$ cat src/rtl/mtime_ctrl_pkg.sv
// Shared definitions for the machine-timer block: register word map and time base.
package mtime_ctrl_pkg;

  localparam logic [2:0] MTIME_LO    = 3'd0;
  localparam logic [2:0] MTIME_HI    = 3'd1;
  localparam logic [2:0] MTIMECMP_LO = 3'd2;
  localparam logic [2:0] MTIMECMP_HI = 3'd3;
  localparam logic [2:0] CTRL        = 3'd4;

  // Nominal rate of clk_real_time_i, i.e. mtime increments per second.
  localparam int unsigned MTIME_FREQUENCY = 32'd1_000_000;

  function automatic logic [31:0] ctrl_word(input logic enable);
    return {31'b0, enable};
  endfunction

endpackage

$ cat src/rtl/sync_edge.sv
// Synchronizes the slow real-time clock into clk_i and flags each rising edge.
module sync_edge #(
  parameter int SYNC_STAGES = 2
) (
  input  logic clk_i,
  input  logic rst_n_i,
  input  logic async_i,
  output logic tick_o
);

  logic [SYNC_STAGES-1:0] sync_q;
  logic                   prev_q;

  always_ff @(posedge clk_i or negedge rst_n_i) begin
    if (!rst_n_i) begin
      sync_q <= '0;
      prev_q <= 1'b0;
    end else begin
      sync_q <= {sync_q[SYNC_STAGES-2:0], async_i};
      prev_q <= sync_q[SYNC_STAGES-1];
    end
  end

  // Combinational so the counter moves on the edge right after the rise is seen.
  assign tick_o = sync_q[SYNC_STAGES-1] & ~prev_q;

endmodule

$ cat src/rtl/mtime_ctrl.sv
// 64-bit machine timer with compare interrupt and a single-cycle register port.
// Handshake: every cycle with req_i = 1 is one access; ack_o pulses exactly one cycle later.
module mtime_ctrl
  import mtime_ctrl_pkg::*;
#(
  parameter int          SYNC_STAGES = 2,
  parameter logic [63:0] CMP_RESET   = 64'hFFFF_FFFF_FFFF_FFFF
) (
  input  logic        clk_sys_i,
  input  logic        rst_n_i,
  input  logic        clk_real_time_i,
  input  logic        req_i,
  input  logic        we_i,
  input  logic [2:0]  addr_i,
  input  logic [31:0] wdata_i,
  output logic [31:0] rdata_o,
  output logic        ack_o,
  output logic        timer_irq_o
);

  logic        tick;
  logic [63:0] mtime_q, mtime_d;
  logic [63:0] cmp_q, cmp_d;
  logic        enable_q, enable_d;
  logic        ack_q;
  logic [31:0] rdata_q, rdata_d;
  logic        irq_q;
  logic        wr_en;

  sync_edge #(
    .SYNC_STAGES(SYNC_STAGES)
  ) u_sync_edge (
    .clk_i  (clk_sys_i),
    .rst_n_i(rst_n_i),
    .async_i(clk_real_time_i),
    .tick_o (tick)
  );

  assign wr_en = req_i & we_i;

  // A write to either mtime half replaces the increment entirely.
  always_comb begin
    mtime_d  = mtime_q;
    cmp_d    = cmp_q;
    enable_d = enable_q;
    if (tick && enable_q) begin
      mtime_d = mtime_q + 64'd1;
    end
    if (wr_en) begin
      case (addr_i)
        MTIME_LO:    mtime_d  = {mtime_q[63:32], wdata_i};
        MTIME_HI:    mtime_d  = {wdata_i, mtime_q[31:0]};
        MTIMECMP_LO: cmp_d    = {cmp_q[63:32], wdata_i};
        MTIMECMP_HI: cmp_d    = {wdata_i, cmp_q[31:0]};
        CTRL:        enable_d = wdata_i[0];
        default:     ;
      endcase
    end
  end

  always_comb begin
    rdata_d = 32'd0;
    if (req_i && !we_i) begin
      case (addr_i)
        MTIME_LO:    rdata_d = mtime_q[31:0];
        MTIME_HI:    rdata_d = mtime_q[63:32];
        MTIMECMP_LO: rdata_d = cmp_q[31:0];
        MTIMECMP_HI: rdata_d = cmp_q[63:32];
        CTRL:        rdata_d = ctrl_word(enable_q);
        default:     rdata_d = 32'd0;
      endcase
    end
  end

  always_ff @(posedge clk_sys_i or negedge rst_n_i) begin
    if (!rst_n_i) begin
      mtime_q  <= 64'd0;
      cmp_q    <= CMP_RESET;
      enable_q <= 1'b1;
      ack_q    <= 1'b0;
      rdata_q  <= 32'd0;
      irq_q    <= 1'b0;
    end else begin
      mtime_q  <= mtime_d;
      cmp_q    <= cmp_d;
      enable_q <= enable_d;
      ack_q    <= req_i;
      rdata_q  <= rdata_d;
      // Compares the committed registers, so irq trails any change by one cycle.
      irq_q    <= (mtime_q >= cmp_q);
    end
  end

  assign ack_o       = ack_q;
  assign rdata_o     = rdata_q;
  assign timer_irq_o = irq_q;

endmodule

$ cat config.mk
export PLATFORM = sky130hd
export DESIGN_NAME = mtime_ctrl
export DESIGN_NICKNAME = d
export VERILOG_FILES = /design/src/rtl/mtime_ctrl_pkg.sv /design/src/rtl/sync_edge.sv /design/src/rtl/mtime_ctrl.sv
export SDC_FILE = /design/constraint.sdc
export NUM_CORES = 1
export LEC_CHECK = 0
export CORE_UTILIZATION = 43
export CTS_CLUSTER_DIAMETER = 200
export DETAILED_ROUTE_END_ITERATION = 6
export PLACE_DENSITY_LB_ADDON = 0.1
export SETUP_SLACK_MARGIN = 0.02
export SYNTH_ARGS = -nofsm -noshare
export SYNTH_HDL_FRONTEND = slang
export SYNTH_SLANG_ARGS = --single-unit
$ cat constraint.sdc
create_clock -name clk_sys_i -period 4.45 [get_ports clk_sys_i]
set_clock_uncertainty 0.05 [all_clocks]
set_input_delay 0.89 -clock clk_sys_i [delete_from_list [all_inputs] [get_ports clk_sys_i]]
set_output_delay 0.89 -clock clk_sys_i [all_outputs]
set_load 0.1 [all_outputs]
==> impl_metrics.tcl, run 1 <==
set metrics [dict create \
    grt_pass1_vias 8724 \
    fin_crit_ps 3205 \
    worst-setup-path-type "in -> reg" \
    clkLatencyLatePin_ps 440 \
    multi_input_area_um2 5112 \
    postSynthCellCount 1108 \
    final_util 0.5125 \
    crit_path_end_kind "flop" \
    rows 55 \
    async_flop_share 1.000 \
    final_cell_mix "nand2_1, o21ai_0, dfrtp_1, a21oi_1, a22oi_1" \
    drive_gt1_frac 0.1265 \
    gp_congestion 0.8736 \
    cp.required_ps 4750 \
    clkSlewWorstSetupHoldPaths_ps 70 \
    setup_viol 0 \
    leakagePower_nw 4.613 \
    slowest_delay_ps 790 \
    chipHeight_um 153.4 \
    dieArea_um2 23540 \
    crit_slowest_cell "clkdlybuf4s50_1" \
    io_pins 74 \
    cp_cell_sequence "clkdlybuf4s50_1, nor2b_1, nand2b_1, nor2_4, buf_12, a211oi_1, a31oi_1, a21boi_0" \
    vias 9011 \
    hpwl_um 21840 \
    ys_ff_latch 166 \
    synth_edf_count 0 \
    r2r_start "cmp_q[14]" \
    hp-start "u_sync_edge.sync_q[0]" \
    tritoncts "built" \
    drtAntennaViolNets 0 \
    areaGrowthSynthToFinish_pct 17.35 \
    relSlewSlack 0.2932 \
    routedWlPerCell_um 21.76 \
    drt_iter0_markers 773 \
    clockBufferDepth 2 \
    critical_path.max_fanout 35 \
    coreArea_um2 22570 \
    powerDensity_nw_per_um2 465.0 \
    initial_core_util 0.4368 \
    worstMarginPinSlew_ps 1057 \
    antenna_found_initial 1 \
    crit_path_start_kind "input port" \
    cts_buffers 17 \
    overflow 0 \
    grt_usage 0.2783 \
    fmaxAchievable_mhz 312.0 \
    postCtsSetupBuffers 0 \
    route.detailed.drc 0 \
    drv_slew 0 \
    maxCapViolations 0 \
    cts.sinks 166 \
    via_per_inst 6.223 \
    synth_top_flop_cell "dfrtp_1" \
    synth_cell_type_count 66 \
    postRouteWirelength_um 31500 \
    syn_area_per_cell_um2 8.897 \
    cp-startpoint "addr_i[0]" \
    outcome "complete, no violations" \
    fillers 2147 \
    grt_max_degree 96 \
    grt_setup_unrepaired "no" \
    root_buffer "clkbuf_16" \
    reg2reg_slack_ps 1370 \
    cp.arrival_ps 3500 \
    holdBufCountCts 0 \
    path_buf_inv 2 \
    grt_pass1_wl_um 50360 \
    ys_seq_area_frac 0.4296 \
    timing.final.crit_share 0.7203 \
    tns_ps 0 \
    cts_resized 0 \
    die_w_um 153.4 \
    htreeDepth 4 \
    final_common_cell "nand2_1" \
    synth_nets 1213 \
    path_delay_family "simple AND/OR/NAND/NOR gates" \
    register_area_um2 4235 \
    port_buffers 73 \
    final_nets 1254 \
    vdd_drop_max_mv 0.2423 \
    timing.hold.worst.class "reg -> reg" \
    firstDrtPassIters 6 \
    netlist_area_um2 9858 \
    ys_warn_count 0 \
    hold_violations 0 \
]
==> sequential cells by signal (all words and copies together) (netlist names) <==
register / cells
ack_o: 1
cmp_q: 64
enable_q: 1
mtime_q: 64
rdata_o: 32
timer_irq_o: 1
u_sync_edge.prev_q: 1
u_sync_edge.sync_q: 2
==> synth_stat cells (all sizes together) (4+ instances only) <==
master | count | area, µm²
nand2 | 129 | 484.2
o21ai | 110 | 550.5
dfrtp | 101 | 2527
a21oi | 80 | 400.4
a22oi | 77 | 578.1
inv | 71 | 266.5
clkbuf | 65 | 245.2
dfstp | 65 | 1708
ha | 65 | 813.3
nor2 | 49 | 183.9
nand3 | 36 | 185.2
nand4 | 32 | 206.5
nor3 | 28 | 150.1
o22ai | 24 | 150.1
a211oi | 18 | 140.1
and3 | 15 | 93.84
and4 | 13 | 113.9
nor4 | 13 | 123.9
buf | 9 | 38.79
and2 | 8 | 50.05
or3 | 8 | 50.05
o311ai | 7 | 61.31
a221o | 6 | 60.06
a31oi | 6 | 37.54
a32oi | 6 | 52.55
o21a | 5 | 37.54
o22a | 5 | 43.79
a21o | 4 | 30.03
xnor2 | 4 | 35.03
xor2 | 4 | 35.03
==> where the power goes <==
| group | internal [W] | switching, W | total, W |
|---|---|---|---|
| Clock | 0.000949 | 0.000687 | 0.00164 |
| Combinational | 0.000571 | 0.000847 | 0.00142 |
| Sequential | 0.00192 | 0.000408 | 0.00233 |
| Total | 0.00344 | 0.00194 | 0.00538 |
==> worst reg2reg max path, stage by stage (launching register included) <==
cell and delay, ps:
dfstp_2 530, inv_1 50, ha_1 310, nand4_1 260
or3_1 510, a221oi_1 600, or4b_2 300, a211oi_1 100
o31ai_1 270
==> per-layer routing <==
metal / up-vias / share of wire / track usage
li1: 4199 / - / -
met1: 4419 / 0.47 / 0.4061
met2: 354 / 0.44 / 0.4151
met3: 39 / 0.074 / 0.05954
met4: 0 / 0.016 / 0.07524
met5: - / 0 / 0
==> cells by family after synthesis <==
group / share of synthesized area
AO/OA/AOI/OAI: 0.2420
XOR/XNOR: 0.007107
adder cells (fa/ha/maj): 0.08250
buffers and inverters: 0.05584
flip-flops: 0.4296
multiplexers: 0.003427
AND/OR/NAND/NOR: 0.1795
==> path summary, 6_finish.rpt <==
kind                                    endpoint  cells after the start
setup reg to reg                     timer_irq_o                      8
max in group asynchronous              cmp_q[36]                      2
hold / removal             u_sync_edge.sync_q[1]                      0
min in group asynchronous             rdata_o[9]                      1
hold reg to reg            u_sync_edge.sync_q[1]                      0
setup / recovery                     mtime_q[45]                      8
==> final cells by class <==
cell class              count  share of cell area
diodes                      1           0.0002163
clock buffers              18             0.03710
clock inverters            14             0.01720
inverters                  71             0.02304
multi-input cells         797              0.4419
flip-flops and latches    166              0.3661
well taps                 285             0.03082
repair buffers             96             0.08360
==> per-stage QoR <==
stage | hold WS [ps] | power [W] | setup WS (ps) | cells | area (µm²)
3_3_place_gp | 297.2 | 0.003713 | 960.9 | 1415 | 10940
3_5_place_dp | 309.5 | 0.003741 | 838.7 | 1415 | 10940
6_report | 319.2 | 0.005379 | 1245 | 1448 | 11570
2_1_floorplan | 281.2 | 0.003212 | 1710 | 1108 | 9858
5_1_grt | 317.8 | 0.005701 | 1099 | 1447 | 11570
4_1_cts | 321.0 | 0.005390 | 1291 | 1447 | 11570
Note: power is estimated with default switching activity, not from simulation.
==> inputs of run 2 (changes only) <==
Clock period 4.45 ns to 3.3 ns, I/O delays scaled along.
==> run 2 against run 1 <==
Net effect: design area up 1.1%; non-clock buffer count up 34; hold slack worse by 150 ps; wire length up 2.0%; combinational power up 49%; die area unchanged; count of clock-buffer cells in the layout unchanged; sequential cell count unchanged; setup slack worse by 960 ps.
==> impl_metrics.tcl, run 2 (synthesis results as in run 1) <==
set metrics [dict create \
    port_buffers 73 \
    cts.sinks 166 \
    p_int_w 0.004630 \
    final_util 0.5181 \
    place_area_um2 11080 \
    via_per_inst 6.174 \
    leakagePower_nw 4.832 \
    tns_ps 0 \
    antenna_found_initial 0 \
    clkSlewWorstSetupHoldPaths_ps 70 \
    final_nets 1288 \
    critical_path.max_fanout 7 \
    clockBufferDepth 2 \
    fmaxAchievable_mhz 331.7 \
    timing.final.crit_share 0.9136 \
    crit_slowest_cell "nor4_1" \
    final_common_cell "nand2_1" \
    io_pins 74 \
    diodes 0 \
    holdBufCountCts 0 \
    multi_input_area_um2 5112 \
    root_buffer "clkbuf_16" \
    clkLatencyLatePin_ps 440 \
    vdd_drop_max_mv 0.3012 \
    timing.hold.worst.class "in -> async" \
    dieArea_um2 23540 \
    switchingPower_w 0.002676 \
    worstMarginPinSlew_ps 770.4 \
    hold_violations 0 \
    chipHeight_um 153.4 \
    fillers 2137 \
    slowest_delay_ps 700 \
    crit_path_end_kind "flop" \
    vias 9143 \
    drt_iter0_markers 786 \
    routedWlPerCell_um 21.69 \
    register_area_um2 4235 \
    cts_buffers 17 \
    path_common_cell "nor3_1" \
    htreeDepth 4 \
    postCtsSetupBuffers 0 \
    grt_pass1_wl_um 50720 \
    final_cell_mix "nand2_1, o21ai_0, dfrtp_1, buf_4, a21oi_1" \
    cp.required_ps 3560 \
    setup_viol 0 \
    holdWs_ps 164.2 \
    cts_resized 0 \
    grt_pass1_vias 8776 \
    grt_usage 0.2800 \
    areaGrowthSynthToFinish_pct 18.63 \
    postRouteWirelength_um 32130 \
    outcome "complete, no violations" \
    relSlewSlack 0.4817 \
    grt_setup_unrepaired "no" \
    design_area_um2 11700 \
    drv_slew 0 \
    cp.arrival_ps 3280 \
    route.detailed.drc 0 \
    rows 55 \
    cp_cell_sequence "ha_1, nand2_1, nor4_1, nand3_1, nor3_1, and4_1, nor3_1" \
    power_frac_clock 0.291 \
    power_frac_seq 0.420 \
    fin_crit_ps 3015 \
    crit_path_start_kind "flop" \
    die_w_um 153.4 \
    drtAntennaViolNets 0 \
    worst-setup-path-type "reg -> reg" \
    switching_share 0.3663 \
    firstDrtPassIters 6 \
    overflow 0 \
    maxCapViolations 0 \
    drive_gt1_frac 0.1806 \
    grt_max_degree 65 \
    initial_core_util 0.4368 \
    powerDensity_nw_per_um2 624.7 \
    tritoncts "built" \
    gp_congestion 0.8870 \
    hpwl_um 22650 \
    coreArea_um2 22570 \
    pwr-share-comb 0.289 \
]
-- run 2: cell count changes in the layout (fill, tap and decap cells not counted) --
cell             previous run  this run
bufinv_16                   4         3
clkinvlp_4                  1         2
diode_2                     1         0
clkinv_4                    3         2
clkinv_2                    2         3
buf_12                      5         3
clkbuf_1                    1         0
buf_4                      18        88
clkbuf_8                    0         1
clkdlybuf4s50_1            72        38
-- run 2: worst paths after layout --
path | from | end | slack (ps) | cells after the start
min | rst_n_i | rdata_o[10] | 160 | 1
min reg2reg | u_sync_edge.sync_q[0] | u_sync_edge.sync_q[1] | 310 | 0
min in group clk_sys_i | u_sync_edge.sync_q[0] | u_sync_edge.sync_q[1] | 310 | 0
max reg2reg | mtime_q[0] | mtime_q[58] | 290 | 7
max in group asynchronous | rst_n_i | cmp_q[22] | 2150 | 2
max | mtime_q[0] | mtime_q[58] | 290 | 7
-- run 2: cell type report --
| class | count | area share |
|---|---|---|
| sequential | 166 | 0.3621 |
| multi-input combinational | 797 | 0.4371 |
| clock buffer | 18 | 0.03755 |
| clock inverter | 14 | 0.01476 |
| tap | 285 | 0.03049 |
| timing repair buffer | 130 | 0.09511 |
| inverter | 71 | 0.02279 |
-- run 2: power groups by stage --
| stage | registers [W] | clock network (W) | logic, W |
|---|---|---|---|
| after global placement | 0.00308 | 0 | 0.00206 |
| final | 0.00307 | 0.00213 | 0.00211 |
| after CTS | 0.00306 | 0.00215 | 0.00209 |
| after global routing | 0.00313 | 0.00223 | 0.00237 |
| after floorplan | 0.00308 | 0 | 0.00125 |
| after detailed placement | 0.00309 | 0 | 0.00208 |
-- run 2: worst max-delay path, delay by kind of cell, from the launching register on --
| kind | cells | cell delay (ps) |
|---|---|---|
| adder cells (fa/ha/maj) | 1 | 210 |
| flip-flops | 1 | 470 |
| AND/OR/NAND/NOR | 6 | 2160 |
-- run 2: per-layer routing --
metal	part of all wire	track usage	routed length [µm]	up-vias
met5	0	0	0	-
met4	0.017	0.07762	539	0
met3	0.072	0.04678	2299	39
met2	0.43	0.4138	13950	376
met1	0.48	0.4197	15340	4477
li1	-	-	-	4251
-- run 2: stage by stage --
stage | power, W | setup slack [ps] | instances
after floorplan | 0.004332 | 789.5 | 1108
after global placement | 0.005134 | 383.8 | 1449
after detailed placement | 0.005167 | 348.2 | 1449
after CTS | 0.007298 | 331.7 | 1481
after global routing | 0.007731 | 185.2 | 1481
final | 0.007306 | 285.2 | 1481
